File: src/rtl/mem_arb_pkg.sv
// ---------------------------------------------------------------------------
// mem_arb_pkg
// Shared types and constants for the unified-memory port arbiter.
//   arb_state_e : arbiter FSM states (IDLE, I_ACC, D_ACC)
//   SEL_FETCH / SEL_DATA : address-mux select codes (A = PC, B = ALU address)
//   FETCH / DATA : grant identifiers, also used by the round-robin history
//   is_acc()      : true when a state owns the memory port
//   grant_state() : maps a grant identifier to its access state
// ---------------------------------------------------------------------------
package mem_arb_pkg;

  typedef enum logic [1:0] {
    IDLE  = 2'd0,
    I_ACC = 2'd1,
    D_ACC = 2'd2
  } arb_state_e;

  localparam logic SEL_FETCH = 1'b0;
  localparam logic SEL_DATA  = 1'b1;

  localparam logic FETCH = 1'b0;
  localparam logic DATA  = 1'b1;

  function automatic logic is_acc(input arb_state_e s);
    return (s == I_ACC) || (s == D_ACC);
  endfunction

  function automatic arb_state_e grant_state(input logic id);
    return (id == DATA) ? D_ACC : I_ACC;
  endfunction

endpackage

File: src/rtl/mem_port_arbiter_if.sv
// ---------------------------------------------------------------------------
// mem_port_arbiter_if
// Handshake bundle between the requesters/memory and the port arbiter.
//   Requester/memory side drives : if_req, d_req, d_we, mem_ready
//   Arbiter drives               : addr_sel, mem_req, mem_we, if_ack, d_ack,
//                                  bus_err, if_stall, busy
// Modports: master = requester/memory side, slave = arbiter.
// ---------------------------------------------------------------------------
interface mem_port_arbiter_if;
  import mem_arb_pkg::*;

  logic if_req;
  logic d_req;
  logic d_we;
  logic mem_ready;
  logic addr_sel;
  logic mem_req;
  logic mem_we;
  logic if_ack;
  logic d_ack;
  logic bus_err;
  logic if_stall;
  logic busy;

  modport master (
    output if_req, d_req, d_we, mem_ready,
    input  addr_sel, mem_req, mem_we, if_ack, d_ack, bus_err, if_stall, busy
  );

  modport slave (
    input  if_req, d_req, d_we, mem_ready,
    output addr_sel, mem_req, mem_we, if_ack, d_ack, bus_err, if_stall, busy
  );

endinterface

File: src/rtl/arb_timeout_ctr.sv
// ---------------------------------------------------------------------------
// arb_timeout_ctr
// Wait-cycle counter for a memory access. Cleared at every grant, counts each
// access cycle in which memory is not ready; expired flags the last allowed
// wait cycle (count == TIMEOUT_CYCLES-1).
// Ports:
//   clk     in  system clock
//   rst_n   in  asynchronous active-low reset
//   clear   in  restart the count from zero (has priority over enable)
//   enable  in  count one wait cycle
//   expired out count has reached TIMEOUT_CYCLES-1
// Parameters: TIMEOUT_CYCLES (2..255), CNT_W with 2^CNT_W > TIMEOUT_CYCLES.
// ---------------------------------------------------------------------------
module arb_timeout_ctr
  import mem_arb_pkg::*;
#(
  parameter int TIMEOUT_CYCLES = 16,
  parameter int CNT_W          = 8
) (
  input  logic clk,
  input  logic rst_n,
  input  logic clear,
  input  logic enable,
  output logic expired
);

  localparam logic [CNT_W-1:0] LIMIT = CNT_W'(TIMEOUT_CYCLES - 1);

  logic [CNT_W-1:0] count_r;

  // wait-cycle counter with clear priority
  always_ff @(posedge clk or negedge rst_n) begin
    if (!rst_n) begin
      count_r <= '0;
    end else if (clear) begin
      count_r <= '0;
    end else if (enable) begin
      count_r <= count_r + CNT_W'(1);
    end else begin
      count_r <= count_r;
    end
  end

  assign expired = (count_r == LIMIT);

endmodule

File: src/rtl/mem_port_arbiter.sv
// ---------------------------------------------------------------------------
// mem_port_arbiter
// Arbitrates the single-ported unified memory between instruction fetch and
// the data (load/store) stage, steers the address mux, sequences
// variable-latency accesses on a request/ready handshake and aborts accesses
// that wait too long.
// Ports:
//   clk    in  system clock, rising edge
//   rst_n  in  asynchronous active-low reset
//   bus    slave modport of mem_port_arbiter_if:
//            in : if_req, d_req, d_we, mem_ready
//            out: addr_sel (0 fetch/1 data), mem_req, mem_we, if_ack, d_ack,
//                 bus_err, if_stall, busy
// Build option: define ARB_ROUND_ROBIN_EN to replace fixed data priority on
// simultaneous requests with round-robin (first tie after reset goes to
// fetch). Without it data always wins a tie.
// ---------------------------------------------------------------------------
module mem_port_arbiter
  import mem_arb_pkg::*;
#(
  parameter int TIMEOUT_CYCLES = 16,
  parameter int CNT_W          = 8
) (
  input  logic                clk,
  input  logic                rst_n,
  mem_port_arbiter_if.slave   bus
);

  arb_state_e state_r;
  arb_state_e next_state_s;
  logic       addr_sel_r;
  logic       mem_req_r;
  logic       we_r;
  logic       busy_r;
  logic       expired_s;
  logic       in_acc_s;
  logic       done_s;
  logic       timeout_s;
  logic       grant_s;
  logic       if_ack_s;
  logic       d_ack_s;
`ifdef ARB_ROUND_ROBIN_EN
  logic       last_grant_r;
`endif

  assign in_acc_s  = is_acc(state_r);
  // mem_ready beats a coincident timeout, so bus_err needs ready low
  assign timeout_s = in_acc_s & expired_s & ~bus.mem_ready;
  assign done_s    = in_acc_s & (bus.mem_ready | expired_s);
  // a grant happens whenever the next state owns the port and the current
  // access (if any) finishes this cycle
  assign grant_s   = is_acc(next_state_s) & (~in_acc_s | done_s);

  arb_timeout_ctr #(
    .TIMEOUT_CYCLES (TIMEOUT_CYCLES),
    .CNT_W          (CNT_W)
  ) u_timeout (
    .clk     (clk),
    .rst_n   (rst_n),
    .clear   (~in_acc_s | done_s),
    .enable  (in_acc_s & ~bus.mem_ready),
    .expired (expired_s)
  );

  // next-state decode: idle arbitration and hand-over on completion
  always_comb begin
    next_state_s = state_r;
    case (state_r)
      IDLE: begin
`ifdef ARB_ROUND_ROBIN_EN
        if (bus.d_req && bus.if_req) begin
          next_state_s = grant_state((last_grant_r == DATA) ? FETCH : DATA);
        end else if (bus.d_req || bus.if_req) begin
          next_state_s = grant_state(bus.d_req ? DATA : FETCH);
        end else begin
          next_state_s = IDLE;
        end
`else
        if (bus.d_req || bus.if_req) begin
          next_state_s = grant_state(bus.d_req ? DATA : FETCH);
        end else begin
          next_state_s = IDLE;
        end
`endif
      end
      I_ACC: begin
        // completing owner's own request is ignored; only data may follow
        if (bus.mem_ready) begin
          next_state_s = bus.d_req ? D_ACC : IDLE;
        end else if (expired_s) begin
          next_state_s = IDLE;
        end else begin
          next_state_s = I_ACC;
        end
      end
      D_ACC: begin
        if (bus.mem_ready) begin
          next_state_s = bus.if_req ? I_ACC : IDLE;
        end else if (expired_s) begin
          next_state_s = IDLE;
        end else begin
          next_state_s = D_ACC;
        end
      end
      default: begin
        next_state_s = IDLE;
      end
    endcase
  end

  // FSM state and registered port-control outputs
  always_ff @(posedge clk or negedge rst_n) begin
    if (!rst_n) begin
      state_r      <= IDLE;
      addr_sel_r   <= SEL_FETCH;
      mem_req_r    <= 1'b0;
      we_r         <= 1'b0;
      busy_r       <= 1'b0;
`ifdef ARB_ROUND_ROBIN_EN
      last_grant_r <= DATA;
`endif
    end else begin
      state_r   <= next_state_s;
      mem_req_r <= is_acc(next_state_s);
      busy_r    <= (next_state_s != IDLE);
      case (next_state_s)
        D_ACC: begin
          addr_sel_r <= SEL_DATA;
          // write enable is captured once at grant and held for the access
          we_r       <= grant_s ? bus.d_we : we_r;
        end
        I_ACC: begin
          addr_sel_r <= SEL_FETCH;
          we_r       <= 1'b0;
        end
        default: begin
          // mux select holds its last value while idle
          addr_sel_r <= addr_sel_r;
          we_r       <= 1'b0;
        end
      endcase
`ifdef ARB_ROUND_ROBIN_EN
      if (grant_s) begin
        last_grant_r <= (next_state_s == D_ACC) ? DATA : FETCH;
      end else begin
        last_grant_r <= last_grant_r;
      end
`endif
    end
  end

  assign if_ack_s     = (state_r == I_ACC) & done_s;
  assign d_ack_s      = (state_r == D_ACC) & done_s;

  assign bus.addr_sel = addr_sel_r;
  assign bus.mem_req  = mem_req_r;
  assign bus.mem_we   = we_r;
  assign bus.busy     = busy_r;
  assign bus.if_ack   = if_ack_s;
  assign bus.d_ack    = d_ack_s;
  assign bus.bus_err  = timeout_s;
  assign bus.if_stall = bus.if_req & ~if_ack_s;

endmodule

File: src/flat_wrapper.sv
// flat-port wrapper written by rule: the top's interface ports become plain ports
module mem_port_arbiter_flat import mem_arb_pkg::*;
#(
  parameter int TIMEOUT_CYCLES = 16,
  parameter int CNT_W          = 8
)
  (clk, rst_n, bus_if_req, bus_d_req, bus_d_we, bus_mem_ready, bus_addr_sel, bus_mem_req, bus_mem_we, bus_if_ack, bus_d_ack, bus_bus_err, bus_if_stall, bus_busy);
  mem_port_arbiter_if bus_i ();
  input  logic clk;
  input  logic rst_n;
  input wire logic [$bits(bus_i.if_req)-1:0] bus_if_req;
  input wire logic [$bits(bus_i.d_req)-1:0] bus_d_req;
  input wire logic [$bits(bus_i.d_we)-1:0] bus_d_we;
  input wire logic [$bits(bus_i.mem_ready)-1:0] bus_mem_ready;
  output wire logic [$bits(bus_i.addr_sel)-1:0] bus_addr_sel;
  output wire logic [$bits(bus_i.mem_req)-1:0] bus_mem_req;
  output wire logic [$bits(bus_i.mem_we)-1:0] bus_mem_we;
  output wire logic [$bits(bus_i.if_ack)-1:0] bus_if_ack;
  output wire logic [$bits(bus_i.d_ack)-1:0] bus_d_ack;
  output wire logic [$bits(bus_i.bus_err)-1:0] bus_bus_err;
  output wire logic [$bits(bus_i.if_stall)-1:0] bus_if_stall;
  output wire logic [$bits(bus_i.busy)-1:0] bus_busy;
  assign bus_i.if_req = bus_if_req;
  assign bus_i.d_req = bus_d_req;
  assign bus_i.d_we = bus_d_we;
  assign bus_i.mem_ready = bus_mem_ready;
  assign bus_addr_sel = bus_i.addr_sel;
  assign bus_mem_req = bus_i.mem_req;
  assign bus_mem_we = bus_i.mem_we;
  assign bus_if_ack = bus_i.if_ack;
  assign bus_d_ack = bus_i.d_ack;
  assign bus_bus_err = bus_i.bus_err;
  assign bus_if_stall = bus_i.if_stall;
  assign bus_busy = bus_i.busy;
  mem_port_arbiter #(.TIMEOUT_CYCLES(TIMEOUT_CYCLES), .CNT_W(CNT_W)) u_core (.clk(clk), .rst_n(rst_n), .bus(bus_i));
endmodule
File: config.mk
export PLATFORM = sky130hd
export DESIGN_NAME = mem_port_arbiter_flat
export DESIGN_NICKNAME = d
export VERILOG_FILES = /design/src/rtl/mem_arb_pkg.sv /design/src/rtl/mem_port_arbiter_if.sv /design/src/rtl/arb_timeout_ctr.sv /design/src/rtl/mem_port_arbiter.sv /design/src/flat_wrapper.sv
export SDC_FILE = /design/constraint.sdc
export NUM_CORES = 1
export LEC_CHECK = 0
export BUFFER_PORTS_ARGS = -buffer_cell sky130_fd_sc_hd__buf_2
export CORE_MARGIN = 2
export CORE_UTILIZATION = 35
export CTS_CLUSTER_SIZE = 24
export DETAILED_ROUTE_END_ITERATION = 10
export PLACE_DENSITY_LB_ADDON = 0.15
export RECOVER_POWER = 25
export SLEW_MARGIN = 25
export SYNTH_ARGS = -nofsm -noshare
export SYNTH_HDL_FRONTEND = slang
export SYNTH_SLANG_ARGS = --single-unit
File: constraint.sdc
create_clock -name clk -period 2.7 [get_ports clk]
set_input_delay 0.405 -clock clk [delete_from_list [all_inputs] [get_ports clk]]
set_output_delay 0.405 -clock clk [all_outputs]
set_load 0.01 [all_outputs]
### Word level (Yosys, flattened, before mapping)

Cells that the tools add are included.
W data, S select, Z words.

* output and inout port bits: 8
* bits of input ports: 6
* register bits after elaboration: 14
* word-level logic and storage cells: 48

* equal/unequal tests: 6
* bitwise gates (word level): 13
* add/sub/neg operators: 1
* reductions and logical operators: 7
* mux-type cells: 15

Operators with widths (count)
* $mux W8: 2
* $mux W2: 6
* $add A8 B1 Y8 const B: 1
* $and A1 B1 Y1: 8
* $eq A8 B4 Y1 const B: 1
* $pmux W2 S3: 1
* $reduce_bool A2 Y1: 3
* $mux W1: 5
* $eq A2 B1 Y1 const B: 2
* $eq A2 B2 Y1 const B: 2
* $logic_or A1 B1 Y1: 3
* $not A1 Y1: 3
* $logic_not A2 Y1: 1
* $ne A2 B1 Y1 const B: 1
* $or A1 B1 Y1: 2
* $pmux W1 S2: 1

### Depth between registers and ports, before layout

Gate-level depths: netlist of the first run.

* depth after elaboration: 9
* depth in mapped cells: 9
* depth with buffers taken out: 9

### Modules after synthesis

Synthesis of the first run repeated with hierarchy kept, for this count alone.

* cell total of the unflattened synthesis: 79
* area, all modules: 794.5 um^2

By module, submodules not included
* mem_port_arbiter: area each 400.4 um^2, instances 1, cells each 40, sequential area each 150.1 um^2
* arb_timeout_ctr: area each 394.1 um^2, instances 1, cells each 39, sequential area each 200.2 um^2

### Least setup slack after synthesis of the first run

No wires, ideal clock.

* kind: register to register
* from: register u_core.u_timeout.count_r[0]
* to: register u_core.we_r, in the netlist u_core.bus.mem_we
* cell stages (with the launch flop): 9
* slack: 0.439 ns
* data required time: 2.634 ns
* library setup time: 0.066 ns
* arrival: 2.195 ns
* period minus slack after synthesis: 2.261 ns
* cells stage by stage: dfrtp_1 -> ha_1 -> and3_1 -> a211oi_1 -> a2bb2oi_1 -> ha_1 -> and4_1 -> a221oi_1 -> a41o_1

* word-level cells in the longest chain between the ends: 8
* elaborated cells on any way between the ends: 15

Ends and longest elaborated chain
* start, declared: line arb_timeout_ctr.sv:29 `logic [CNT_W-1:0] count_r;`
* start signal, assigned: line arb_timeout_ctr.sv:38 `count_r <= count_r + CNT_W'(1);`
* start signal, assigned: line arb_timeout_ctr.sv:40 `count_r <= count_r;`
* $eq A8 B4 Y1 (*): line arb_timeout_ctr.sv:44 `assign expired = (count_r == LIMIT);`
* $mux W1 / $mux W2 (equally long branches): line mem_port_arbiter.sv:90, mem_port_arbiter.sv:99
* $mux W2 (on tied branches): line mem_port_arbiter.sv:88, mem_port_arbiter.sv:97
* $pmux W2 S3: line mem_port_arbiter.sv:68 `case (state_r)`
* $eq A2 B1 Y1 / $eq A2 B2 Y1 (equally long branches): line mem_arb_pkg.sv:25, mem_port_arbiter.sv:126
* $logic_or A1 B1 Y1: line mem_arb_pkg.sv:25 `return (s == I_ACC) || (s == D_ACC);`
* $and A1 B1 Y1: line mem_port_arbiter.sv:52 `assign grant_s = is_acc(next_state_s) & (~in_acc_s | done_s);`
* $ne A2 B1 Y1 (no line)
* end signal, assigned: line mem_port_arbiter.sv:130 `we_r <= grant_s ? bus.d_we : we_r;`
* end, declared: line mem_port_arbiter.sv:33 `logic we_r;`

Every way passes the cells marked *; elsewhere a longest branch is shown, timed or not.
A chain may end at the register's enable or synchronous reset.

### Worst setup path after layout of the first run

Same ends and word-level chain as after synthesis.

==> results of run 1 <==
[kinds of logic after synthesis]
family / share of synthesized area
simple gates: 0.187
compound gates: 0.164
flops: 0.451
fa+ha+maj: 0.129
buf+inv: 0.0338
xor+xnor: 0.0225
mux: 0.0129
[worst paths after layout]
kind	endpoint	slack, ns	cells past startpoint
worst max-delay path	u_core.bus.mem_we$_DFFE_PN0P_	0.23	8
worst min-delay path	u_core.u_timeout.count_r[0]$_DFFE_PN0P_	0.17	1
worst max register to register	u_core.bus.mem_we$_DFFE_PN0P_	0.23	8
worst min register to register	u_core.u_timeout.count_r[0]$_DFFE_PN0P_	0.46	1
max in group asynchronous	u_core.u_timeout.count_r[1]$_DFFE_PN0P_	2.07	1
min in group clk	u_core.bus.mem_we$_DFFE_PN0P_	0.39	2
[cells in the mapped netlist (2+ instances only)]
library cell  instances
dfrtp_1              14
ha_1                  8
inv_1                 7
a21oi_1               6
nand2_1               5
nor2_1                5
or3_1                 4
and3_1                3
o21ai_0               3
a21o_2                2
nand2b_1              2
nand3_1               2
[worst reg2reg max path, delay by kind of cell, from the launching register on]
kind / cells / cell delay [ns]
DFF: 1 / 0.40
and+or+nand+nor: 2 / 0.43
AOI/OAI and AO/OA: 4 / 0.95
adders and majority gates: 2 / 0.63
[per-layer routing]
layer  global-route usage  wire (µm)  vias up
li1                     -          -      307
met1                0.159        720      269
met2                0.162        564        9
met3               0.0322         73        2
met4               0.0811         12        0
met5                    0          0        -
[cell type report]
class	instances	area (µm²)	share of cell area
Clock buffer	3	22.5	0.0251
Sequential cell	14	350	0.390
Multi-Input combinational cell	55	400	0.446
Inverter	7	26.3	0.0292
Timing Repair Buffer	13	63.8	0.0710
Tap cell	28	35.0	0.0390
[state kept, by name, indices dropped and copies added, names as in the netlist]
| signal | flops |
|---|---|
| u_core.bus.addr_sel | 1 |
| u_core.bus.busy | 1 |
| u_core.bus.mem_req | 1 |
| u_core.bus.mem_we | 1 |
| u_core.state_r | 2 |
| u_core.u_timeout.count_r | 8 |
[per-stage QoR]
step | util | instances | instance area [µm²]
floorplan | - | 76 | 777
global placement | 0.408 | 117 | 877
detailed placement | 0.408 | 117 | 877
CTS | 0.419 | 120 | 900
global route | 0.418 | 120 | 898
finish | 0.418 | 120 | 898
[where the power goes]
part	internal [W]	switching, W
Combinational	0.000129	0.000182
Clock	0.0000516	0.0000597
Sequential	0.000260	0.0000241
Total	0.000440	0.000266
==> impl_metrics.env, run 1 <==
export IMPL_diodes=0
export IMPL_nets=108
export IMPL_yosysTopAreaCell="dfrtp_1"
export IMPL_yosys_register_bits=14
export IMPL_hold_viol_final=0
export IMPL_hold_class="input port to async pin"
export IMPL_status="finished clean"
export IMPL_finalSetupViolCount=0
export IMPL_grt_pass1_wl_um=2260
export IMPL_maxCapViolations=0
export IMPL_post_place_ws_ns=0.265
export IMPL_io_pins=14
export IMPL_fin_crit_ns=2.47
export IMPL_synth_cells=76
export IMPL_cp_slowest_stage_delay_ns=0.40
export IMPL_layout_drive_gt1_share=0.196
export IMPL_fin_worst_skew_ns=0.00620
export IMPL_slowest_stage="dfrtp_1"
export IMPL_syn_area_um2=777
export IMPL_holdBufCountCts=0
export IMPL_grt_overflow_total=0
export IMPL_fin_ws_ns=0.226
export IMPL_crit_fanout=5
export IMPL_synth_edff_count=0
export IMPL_start_util=0.362
export IMPL_first_pass_iters=4
export IMPL_synth_main_ff_cell="dfrtp_1"
export IMPL_first_global_vias=523
export IMPL_crit_chain="ha_1 -> and3_1 -> a211oi_1 -> a2bb2oi_1 -> ha_1 -> and4_1 -> a221oi_1 -> a41o_1"
export IMPL_root_buffer="clkbuf_4"
export IMPL_post_route_period_util=0.916
export IMPL_design_die_area_mm2=0.00261
export IMPL_crit_path_end_kind="flip-flop"
export IMPL_synth_area_leaders="dfrtp_1 (45%), ha_1 (13%), a21oi_1 (3.9%), inv_1 (3.4%), or3_1 (3.2%)"
export IMPL_worst_pin_slew_ns=0.741
export IMPL_crit_arrival_ns=2.68
export IMPL_critical_path_startpoint="u_core.u_timeout.count_r[0]$_DFFE_PN0P_"
export IMPL_rsz0062_at_grt="false"
export IMPL_cts_tree="built"
export IMPL_cp_top_family="compound AO/OA/AOI/OAI gates"
export IMPL_wire_per_inst_um=11.4
export IMPL_insertion_delay_ns=0.27
export IMPL_ir_drop_mv=0.368
export IMPL_dpl_hpwl_um=1070
export IMPL_drv_slew=0
export IMPL_antenna_found_initial=0
export IMPL_ctsHtreeMaxLevel=1
export IMPL_synth_distinct_cells=27
export IMPL_cts_buffers_inserted=3
export IMPL_track_usage=0.118
export IMPL_timing_rr_start="u_core.u_timeout.count_r[0]$_DFFE_PN0P_"
export IMPL_routed_wl_um=1370
export IMPL_setup_tns_ns=0
export IMPL_clock_sinks=14
export IMPL_leakage_nw=0.452
export IMPL_die_x_um=51.1
export IMPL_avgSynthCellArea_um2=10.2
export IMPL_drc=0
export IMPL_row_count=17
export IMPL_vias_per_cell=4.89
export IMPL_relSlewSlack=0.506
export IMPL_yosysTopAreaCellShare=0.451
export IMPL_power_w=0.000707
export IMPL_ys_async_sr_fraction=1.00
export IMPL_via_count=587
export IMPL_final_cell_mix="dfrtp_1 (14), buf_2 (12), ha_1 (8)"
export IMPL_worstSetupStartpointType="flip-flop"
export IMPL_ant_nets=0
export IMPL_area_growth_syn_to_layout_pct=15.6
export IMPL_syn_nets=90
export IMPL_cts_resized=0
export IMPL_grt_max_degree=15
export IMPL_postCtsSetupRepairBufs=0
export IMPL_gp_congestion=0.709
export IMPL_p_per_area_mw_per_mm2=786
export IMPL_worst_setup_path_type="flip-flop to flip-flop"
export IMPL_synth_warnings=0
export IMPL_die_h_um=51.1
export IMPL_clkTransAtPathRegs_ns=0.08
export IMPL_ys_seq_area_frac=0.451
export IMPL_crit_required_ns=2.91
export IMPL_cp_common_cell="ha_1"
export IMPL_n_fill_cell=214
export IMPL_drt_iter0_drc=5
export IMPL_fmax_mhz=404
export IMPL_hold_slack_ns=0.166
export IMPL_final_common_cell="dfrtp_1"
export IMPL_clock_path_buffers=2
export IMPL_path_buf_inv=0
export IMPL_core_area_mm2=0.00215
export IMPL_port_buffers=13
No activity file was read; power rests on OpenSTA's default activity.
==> run 2, diff against run 1 <==
--- a/config.mk
+++ b/config.mk
@@ -13,5 +13,5 @@
 export PLACE_DENSITY_LB_ADDON = 0.15
 export RECOVER_POWER = 25
-export SLEW_MARGIN = 25
+export SLEW_MARGIN = 20
 export SYNTH_ARGS = -nofsm -noshare
 export SYNTH_HDL_FRONTEND = slang
==> constraint.sdc (replaced) <==
create_clock -name clk -period 2.7 [get_ports clk]
set_input_delay 0.27 -clock clk [delete_from_list [all_inputs] [get_ports clk]]
set_output_delay 0.27 -clock clk [all_outputs]
set_load 0.01 [all_outputs]
==> impl_metrics.env, run 2 (synthesis results as in run 1) <==
export IMPL_nets=109
export IMPL_regArea_um2=350
export IMPL_rsz0062_at_grt="false"
export IMPL_core_area_mm2=0.00215
export IMPL_wire_per_inst_um=11.4
export IMPL_top_regs="u_core.u_timeout.count_r (8), u_core.state_r (2)"
export IMPL_fmax_mhz=404
export IMPL_layout_drive_gt1_share=0.194
export IMPL_worst_setup_path_type="flip-flop to flip-flop"
export IMPL_maxCapViolations=0
export IMPL_largest_reg_flops=8
export IMPL_via_count=589
export IMPL_cp_common_cell="ha_1"
export IMPL_dpl_hpwl_um=1070
export IMPL_crit_fanout=5
export IMPL_die_h_um=51.1
export IMPL_clock_path_buffers=2
export IMPL_leakage_nw=0.456
export IMPL_area_growth_syn_to_layout_pct=16.9
export IMPL_row_count=17
export IMPL_first_pass_iters=4
export IMPL_ctsHtreeMaxLevel=1
export IMPL_crit_arrival_ns=2.68
export IMPL_p_per_area_mw_per_mm2=779
export IMPL_hold_viol_final=0
export IMPL_fin_worst_skew_ns=0.00620
export IMPL_grt_pass1_wl_um=2270
export IMPL_fin_crit_ns=2.47
export IMPL_hold_class="input port to flip-flop"
export IMPL_worst_pin_slew_ns=0.746
export IMPL_crit_required_ns=2.91
export IMPL_multi_input_area_um2=400
export IMPL_die_x_um=51.1
export IMPL_drv_slew=0
export IMPL_cp_top_family="compound AO/OA/AOI/OAI gates"
export IMPL_drc=0
export IMPL_routed_wl_um=1380
export IMPL_status="finished clean"
export IMPL_p_switching_w=0.000266
export IMPL_slowest_stage="dfrtp_1"
export IMPL_insertion_delay_ns=0.27
export IMPL_grt_max_degree=15
export IMPL_cts_buffers_inserted=3
export IMPL_power_internal_w=0.000441
export IMPL_vias_per_cell=4.87
export IMPL_regMostFlops="u_core.u_timeout.count_r"
export IMPL_grt_overflow_total=0
export IMPL_ant_nets=0
export IMPL_antenna_found_initial=0
export IMPL_drt_met1_wl_um=723
export IMPL_cts_tree="built"
export IMPL_clkPwrFrac=0.157
export IMPL_final_common_cell="dfrtp_1"
export IMPL_clkTransAtPathRegs_ns=0.08
export IMPL_final_cell_mix="dfrtp_1 (14), buf_2 (12), ha_1 (8)"
export IMPL_post_route_period_util=0.916
export IMPL_cts_resized=0
export IMPL_port_buffers=13
export IMPL_route_met3_wl_um=73
export IMPL_drt_iter0_drc=5
export IMPL_top_layer_used="met4"
export IMPL_first_global_vias=526
export IMPL_setup_tns_ns=0
export IMPL_io_pins=14
export IMPL_design_die_area_mm2=0.00261
export IMPL_diodes=0
export IMPL_worstSetupStartpointType="flip-flop"
export IMPL_p_sw_frac=0.376
export IMPL_n_fill_cell=213
export IMPL_track_usage=0.118
export IMPL_root_buffer="clkbuf_4"
export IMPL_crit_chain="ha_1 -> and3_1 -> a211oi_1 -> a2bb2oi_1 -> ha_1 -> and4_1 -> a221oi_1 -> a41o_1"
export IMPL_cp_slowest_stage_delay_ns=0.40
export IMPL_crit_path_end_kind="flip-flop"
export IMPL_comb_power_share=0.441
export IMPL_finalSetupViolCount=0
export IMPL_start_util=0.362
export IMPL_gp_congestion=0.709
export IMPL_ir_drop_mv=0.368
export IMPL_seqPwrFrac=0.401
export IMPL_wl_met2_um=564
export IMPL_path_buf_inv=0
export IMPL_relSlewSlack=0.503
export IMPL_clock_sinks=14
export IMPL_power_w=0.000708
[run 2: changes by cell type in the layout (fill, tap and decap cells not counted)]
cell,delta
dlygate4sd3_1,+1
[run 2: worst register-to-register path, delay by kind of cell, from the launching register on]
family                     cells  cell delay (ns)
AOI/OAI and AO/OA              4             0.95
and+or+nand+nor                2             0.43
DFF                            1             0.40
adders and majority gates      2             0.63
[run 2: routing by layer]
metal	vias to the layer above	track usage
met5	-	0
met2	9	0.162
met3	2	0.0322
li1	309	-
met4	0	0.0811
met1	269	0.160
[run 2: path summary, 6_finish.rpt]
check | from | endpoint | slack [ns] | cells past startpoint
min in group asynchronous | rst_n | u_core.u_timeout.count_r[0]$_DFFE_PN0P_ | 0.57 | 2
max reg2reg | u_core.u_timeout.count_r[0]$_DFFE_PN0P_ | u_core.bus.mem_we$_DFFE_PN0P_ | 0.23 | 8
min | bus_d_we | u_core.bus.mem_we$_DFFE_PN0P_ | 0.26 | 2
max in group asynchronous | rst_n | u_core.u_timeout.count_r[1]$_DFFE_PN0P_ | 1.66 | 2
max | u_core.u_timeout.count_r[0]$_DFFE_PN0P_ | u_core.bus.mem_we$_DFFE_PN0P_ | 0.23 | 8
min reg2reg | u_core.u_timeout.count_r[0]$_DFFE_PN0P_ | u_core.u_timeout.count_r[0]$_DFFE_PN0P_ | 0.46 | 1
[run 2: final cells by class]
class                      count  share of cell area
inverter                       7              0.0289
sequential                    14               0.386
clock buffer                   3              0.0248
timing repair buffer          14              0.0813
multi-input combinational     55               0.441
tap                           28              0.0386
[run 2: stage by stage]
stage	utilization	hold WS, ns	instances	setup slack, ns	cell area (µm²)
4_1_cts	0.423	0.248	121	0.217	910
3_5_place_dp	0.408	0.179	117	0.265	877
3_3_place_gp	0.408	0.190	117	0.326	877
6_report	0.423	0.257	121	0.226	908
5_1_grt	0.423	0.262	121	0.0598	908
2_1_floorplan	-	-0.0256	76	0.439	777
[run 2: repair_timing]
item,4_1_cts,5_1_grt
hold endpoints to repair,14,0
hold buffers,1,0
buffers inserted,0,0
[run 2: power groups by stage]
stage	logic [W]	registers, W	clock network, W
floorplan	0.000212	0.000301	0
global placement	0.000319	0.000288	0
detailed placement	0.000317	0.000290	0
CTS	0.000320	0.000285	0.000117
global route	0.000356	0.000290	0.000129
finish	0.000312	0.000284	0.000111
